[config.mk]
export PLATFORM = sky130hd
export DESIGN_NAME = game_scoreboard
export DESIGN_NICKNAME = d
export VERILOG_FILES = /design/src/rtl/game_scoreboard.sv
export SDC_FILE = /design/constraint.sdc
export NUM_CORES = 1
export LEC_CHECK = 0
export CORE_AREA = 2 2 56 58
export DETAILED_ROUTE_END_ITERATION = 6
export DIE_AREA = 0 0 58 60
export GPL_ROUTABILITY_DRIVEN = 0
export HOLD_SLACK_MARGIN = 0.12
export PLACE_DENSITY_LB_ADDON = 0.25
export SYNTH_ARGS = -nofsm -noshare
export SYNTH_HDL_FRONTEND = slang
export SYNTH_SLANG_ARGS = --single-unit
[constraint.sdc]
create_clock -name clk -period 2 [get_ports clk]
set_input_delay 0.4 -clock clk [delete_from_list [all_inputs] [get_ports clk]]
set_output_delay 0.4 -clock clk [all_outputs]
set_load 0.02 [all_outputs]
[src/rtl/game_scoreboard.sv]
// ---------------------------------------------------------------------------
// game_scoreboard
//
// Match-level scoreboard that sits behind the round engine. Each rising
// edge of winner_clk is one round. The block counts rounds and round wins
// per player, and declares a champion when a player reaches WIN_ROUNDS
// wins or when MAX_ROUNDS rounds have been played.
//
// Optional build macro:
//   SCOREBOARD_SYNC_EN - winner_clk passes through a 2-flop synchronizer
//                        and Result through two matching delay flops
//                        before edge detection. Round latency grows by 2.
//
// Ports:
//   clk         in   1      system clock, rising edge
//   Reset       in   1      asynchronous active-low reset
//   winner_clk  in   1      round-done strobe; each 0->1 is one round
//   Result      in   2      00 none, 01 player 1, 10 player 2, 11 draw
//   Start       in   1      start a match from IDLE
//   Clear       in   1      return to IDLE from any state, zero outputs
//   Score1      out  CNT_W  round wins, player 1
//   Score2      out  CNT_W  round wins, player 2
//   Round_cnt   out  CNT_W  rounds played in the current match
//   Match_over  out  1      high while in DONE
//   Champion    out  2      00 none, 01 player 1, 10 player 2, 11 tie
//   Champ_pulse out  1      one-cycle pulse on entry to DONE
// ---------------------------------------------------------------------------
module game_scoreboard #(
  parameter int WIN_ROUNDS = 3,
  parameter int MAX_ROUNDS = 5,
  parameter int CNT_W      = 4
) (
  input  logic             clk,
  input  logic             Reset,
  input  logic             winner_clk,
  input  logic [1:0]       Result,
  input  logic             Start,
  input  logic             Clear,
  output logic [CNT_W-1:0] Score1,
  output logic [CNT_W-1:0] Score2,
  output logic [CNT_W-1:0] Round_cnt,
  output logic             Match_over,
  output logic [1:0]       Champion,
  output logic             Champ_pulse
);

  typedef enum logic [1:0] {
    S_IDLE = 2'd0,
    S_PLAY = 2'd1,
    S_DONE = 2'd2
  } state_t;

  state_t           r_state;
  state_t           w_state_next;

  logic [CNT_W-1:0] r_score1;
  logic [CNT_W-1:0] r_score2;
  logic [CNT_W-1:0] r_round;
  logic [1:0]       r_champion;
  logic             r_champ_pulse;

  logic             w_strobe;
  logic [1:0]       w_result;
  logic             w_q;
  logic             w_round_ev;
  logic [CNT_W-1:0] w_score1_upd;
  logic [CNT_W-1:0] w_score2_upd;
  logic [CNT_W-1:0] w_round_upd;
  logic             w_terminal;
  logic [1:0]       w_champ_calc;

  // -------------------------------------------------------------------------
  // Strobe input path
  // -------------------------------------------------------------------------
`ifdef SCOREBOARD_SYNC_EN
  logic       r_sync1;
  logic       r_sync2;
  logic [1:0] r_res_d1;
  logic [1:0] r_res_d2;

  // Result is delayed by the same two stages so it stays aligned with the
  // synchronized strobe edge.
  always_ff @(posedge clk or negedge Reset) begin
    if (!Reset) begin
      r_sync1  <= 1'b0;
      r_sync2  <= 1'b0;
      r_res_d1 <= 2'b00;
      r_res_d2 <= 2'b00;
    end else begin
      r_sync1  <= winner_clk;
      r_sync2  <= r_sync1;
      r_res_d1 <= Result;
      r_res_d2 <= r_res_d1;
    end
  end

  assign w_strobe = r_sync2;
  assign w_result = r_res_d2;
`else
  assign w_strobe = winner_clk;
  assign w_result = Result;
`endif

  // Previous-strobe flop. Updates in every state so a strobe that is held
  // high (or that rises while IDLE/DONE) never produces a second event.
  always_ff @(posedge clk or negedge Reset) begin
    if (!Reset) begin
      w_q <= 1'b0;
    end else begin
      w_q <= w_strobe;
    end
  end

  assign w_round_ev = w_strobe & ~w_q;

  // Candidate counter values for this round; termination and champion are
  // judged on these so the deciding round is included.
  assign w_score1_upd = (w_result == 2'b01) ? r_score1 + CNT_W'(1) : r_score1;
  assign w_score2_upd = (w_result == 2'b10) ? r_score2 + CNT_W'(1) : r_score2;
  assign w_round_upd  = r_round + CNT_W'(1);

  assign w_terminal = (w_score1_upd == CNT_W'(WIN_ROUNDS)) ||
                      (w_score2_upd == CNT_W'(WIN_ROUNDS)) ||
                      (w_round_upd  == CNT_W'(MAX_ROUNDS));

  assign w_champ_calc = (w_score1_upd > w_score2_upd) ? 2'b01 :
                        (w_score2_upd > w_score1_upd) ? 2'b10 : 2'b11;

  // -------------------------------------------------------------------------
  // FSM: state register
  // -------------------------------------------------------------------------
  always_ff @(posedge clk or negedge Reset) begin
    if (!Reset) begin
      r_state <= S_IDLE;
    end else begin
      r_state <= w_state_next;
    end
  end

  // -------------------------------------------------------------------------
  // FSM: next state (Clear outranks Start)
  // -------------------------------------------------------------------------
  always_comb begin
    w_state_next = r_state;
    if (Clear) begin
      w_state_next = S_IDLE;
    end else begin
      case (r_state)
        S_IDLE:  if (Start) w_state_next = S_PLAY;
        S_PLAY:  if (w_round_ev && w_terminal) w_state_next = S_DONE;
        S_DONE:  w_state_next = S_DONE;
        default: w_state_next = S_IDLE;
      endcase
    end
  end

  // -------------------------------------------------------------------------
  // FSM: outputs
  // -------------------------------------------------------------------------
  always_comb begin
    Match_over  = (r_state == S_DONE);
    Score1      = r_score1;
    Score2      = r_score2;
    Round_cnt   = r_round;
    Champion    = r_champion;
    Champ_pulse = r_champ_pulse;
  end

  // -------------------------------------------------------------------------
  // Counters and champion
  // -------------------------------------------------------------------------
  always_ff @(posedge clk or negedge Reset) begin
    if (!Reset) begin
      r_score1      <= '0;
      r_score2      <= '0;
      r_round       <= '0;
      r_champion    <= 2'b00;
      r_champ_pulse <= 1'b0;
    end else begin
      r_champ_pulse <= 1'b0;
      if (Clear) begin
        r_score1   <= '0;
        r_score2   <= '0;
        r_round    <= '0;
        r_champion <= 2'b00;
      end else begin
        case (r_state)
          S_IDLE: begin
            // A round edge coincident with Start is deliberately dropped.
            if (Start) begin
              r_score1   <= '0;
              r_score2   <= '0;
              r_round    <= '0;
              r_champion <= 2'b00;
            end
          end
          S_PLAY: begin
            if (w_round_ev) begin
              r_score1 <= w_score1_upd;
              r_score2 <= w_score2_upd;
              r_round  <= w_round_upd;
              if (w_terminal) begin
                r_champion    <= w_champ_calc;
                r_champ_pulse <= 1'b1;
              end
            end
          end
          default: ;
        endcase
      end
    end
  end

endmodule

==> insert_results.sql <==
INSERT INTO impl_metrics (metric_group, metric, value, unit) VALUES
('grt', 'global_route_wire_length_before_repair', '5.29', 'mm'),
('yosys', 'synthArstFlopShare', '100', '%'),
('sta', 'worst_pin_slew', '336', 'ps'),
('grt', 'number_of_antenna_violations_at_the_first_check_in_global_routing', '0', ''),
('routing', 'routed_wirelength', '3.22', 'mm'),
('yosys', 'yosysUniqueCellTypes', '43', ''),
('final_layout', 'layout.cells.most_common_list', '31 x buf_4, 19 x clkdlybuf4s50_1, 15 x dfrtp_1', ''),
('cts', 'h-tree-depth', '1', ''),
('sta', 'maxClockFrequency', '0.459', 'GHz'),
('floorplan', 'initial_utilization', '44.9', '%'),
('cts', 'numCtsBuffers', '3', ''),
('grt', 'grt_max_degree', '19', ''),
('yosys', 'synthesis.area_per_instance', '9.66', 'sq um'),
('cts', 'cts.sinks', '18', ''),
('yosys', 'synth_largest_type_area_fraction', '34.5', '%'),
('placement', 'dpl.hpwl', '2.47', 'mm'),
('yosys', 'synthTopCellsByArea', 'dfrtp_1 35%, ha_1 12%, nand2_1 3.5%, xor2_2 2.5%, nand2b_1 2.4%', ''),
('routing', 'drtIter0Drc', '12', ''),
('yosys', 'synth-seq-cells', '18', ''),
('floorplan', 'row_count', '20', ''),
('routing', 'via_per_inst', '5.56', ''),
('setup_path', 'timing.critical_path.to_type', 'flip-flop', ''),
('sta', 'fin_worst_skew', '7.78', 'ps'),
('floorplan', 'pin_count', '23', ''),
('pwr', 'pwr-share-comb', '50.1', '%'),
('cts', 'clk_pin_slew_worst_paths', '120', 'ps'),
('floorplan', 'fp.coreArea', '2900', 'sq um'),
('final_layout', 'most_common_cell_after_layout_fill_and_taps_aside', 'buf_4', ''),
('sta', 'setup_repair_after_global_routing_missed_its_margin', 'yes', ''),
('routing', 'drc_errors', '0', ''),
('yosys', 'yosysSeqAreaShare', '34.5', '%'),
('cts', 'clockBufferDepth', '2', ''),
('sta', 'setup_violations', '2', ''),
('yosys', 'yosys_warn_count', '0', ''),
('sta', 'worst_slew_margin_rel', '77.5', '%'),
('final_layout', 'area.sequential', '454', 'sq um'),
('sta', 'slew_viol_final', '0', ''),
('grt', 'grtUsageTotal', '20.1', '%'),
('setup_path', 'data_arrival_time_of_the_critical_path', '2390', 'ps'),
('min_path', 'hold_path.class', 'input port to async pin', ''),
('cts', 'insertion_delay', '310', 'ps'),
('placement', 'postPlaceCellArea', '1760', 'sq um'),
('pwr', 'switching_share', '37.6', '%'),
('final_layout', 'fillerInstances', '256', ''),
('setup_path', 'worst-setup-path-type', 'flip-flop to flip-flop', ''),
('pwr', 'clkPwrFrac', '17.5', '%'),
('yosys', 'dominant_cell_type_by_area_after_synthesis', 'dfrtp_1', ''),
('routing', 'vias', '1235', ''),
('routing', 'count_of_nets_left_with_antenna_violations_after_detail_routing', '0', ''),
('setup_path', 'worst-path-max-fanout', '2', ''),
('pwr', 'power.leakage', '0.825', 'nW'),
('placement', 'portBuffers', '22', ''),
('final_layout', 'antenna_cells', '0', ''),
('yosys', 'ys_dominant_reg_cell', 'dfrtp_1', ''),
('run_status', 'status', 'finished, violations left', ''),
('cts', 'cts.root.buffer_cell', 'clkbuf_4', ''),
('floorplan', 'die_width', '58', 'microns'),
('final_layout', 'layout_cells_sized_above_1', '33.9', '%'),
('run_status', 'violations', 'negative setup slack', ''),
('pwr', 'p_per_area', '724', 'nW/um^2'),
('yosys', 'syn-cell-area', '1300', 'sq um'),
('sta', 'timing.final.crit_share', '109', '%'),
('job', 'timing.max_cap.violations', '0', ''),
('placement', 'placed_cells', '213', ''),
('pwr', 'power.internal', '844', 'uW'),
('final_layout', 'layout.nets', '209', ''),
('cts', 'tritoncts', 'built', ''),
('pwr', 'seq_power_share', '32.4', '%'),
('setup_path', 'worst-r2r-setup-slack', '-180', 'ps'),
('sta', 'setup_slack', '-178', 'ps'),
('pwr', 'max-vdd-ir-drop', '464', 'uV');
-- final timing paths --
path                             start            to  cells after the start
hold reg to reg            Champion[0]   Champion[0]                      2
min in group clk           Champion[0]   Champion[0]                      2
setup reg to reg             Score1[1]   Champion[0]                      9
max in group asynchronous        Reset     Score1[0]                      2
setup / recovery             Score1[1]   Champion[0]                      9
hold / removal                   Reset  Round_cnt[3]                      2
-- power groups by stage --
| stage | Sequential [mW] | Clock (mW) | Combinational [mW] |
|---|---|---|---|
| after detailed placement | 0.446 | 0 | 0.600 |
| after global routing | 0.441 | 0.259 | 0.744 |
| after CTS | 0.438 | 0.240 | 0.604 |
| after global placement | 0.442 | 0 | 0.582 |
| after floorplan | 0.457 | 0 | 0.374 |
| final | 0.438 | 0.237 | 0.678 |
-- layout make-up --
type / count / share of cell area (%)
multi-input cells: 107 / 46.1
clock buffers: 4 / 1.94
repair buffers: 53 / 24.0
inverters: 7 / 1.41
flip-flops and latches: 18 / 24.3
well taps: 33 / 2.21
-- worst max-delay path: stages (launching register included) --
cell and delay (ps):
dfrtp_2 440, ha_4 260, nand3b_1 80, a21boi_2 170
ha_1 290, nor2b_4 130, o21a_1 160, o21a_1 190
o21a_1 180, o32ai_2 190
-- flip-flops by register name (all words and copies together) (netlist names) --
register     count
Score1           4
Champ_pulse      1
r_state          2
Score2           4
w_q              1
Champion         2
Round_cnt        4
-- synthesized netlist by cell type, types with 4 or more instances --
| library cell | number |
|---|---|
| o21ai_0 | 5 |
| inv_1 | 7 |
| nand3b_1 | 4 |
| nand2_1 | 12 |
| dfrtp_1 | 18 |
| ha_1 | 12 |
| nand2b_1 | 5 |
| nor2b_1 | 4 |
| nor2_1 | 7 |
-- timing repair --
action,4_1_cts,5_1_grt
setup endpoints to repair,3,8
gates cloned,0,0
setup buffers,0,5
pin swaps,0,2
resized for setup,6,9
hold buffers,0,0
-- cells by family (layout without fill, tap and decap cells) --
group	count (synthesis)	count (layout)	synth area share (%)
simple gates	54	54	25.5
compound gates	36	36	20.2
flops	18	18	34.5
fa+ha+maj	12	12	11.5
buf+inv	10	64	3.55
xor+xnor	4	4	3.84
mux	1	1	0.864
-- per-stage QoR --
step | worst slack (ps) | power, mW | hold WS, ps | TNS [ps] | util [%]
6_report | -178 | 1.35 | 407 | -258 | 64.4
5_1_grt | -270 | 1.44 | 415 | -457 | 64.4
4_1_cts | -183 | 1.28 | 417 | -241 | 62.2
3_5_place_dp | -607 | 1.05 | 534 | -2290 | 60.5
3_3_place_gp | -523 | 1.02 | 518 | -1810 | 60.5
2_1_floorplan | -165 | 0.831 | 104 | -165 | -
-- per-layer routing --
layer,vias to the layer above,wire length (microns),global-route usage [%]
li1,599,-,-
met1,604,1350,24.2
met2,27,1710,36.9
met3,5,114,2.60
met4,0,46,6.98
met5,-,0,0
Note: power is estimated with default switching activity, not from simulation.
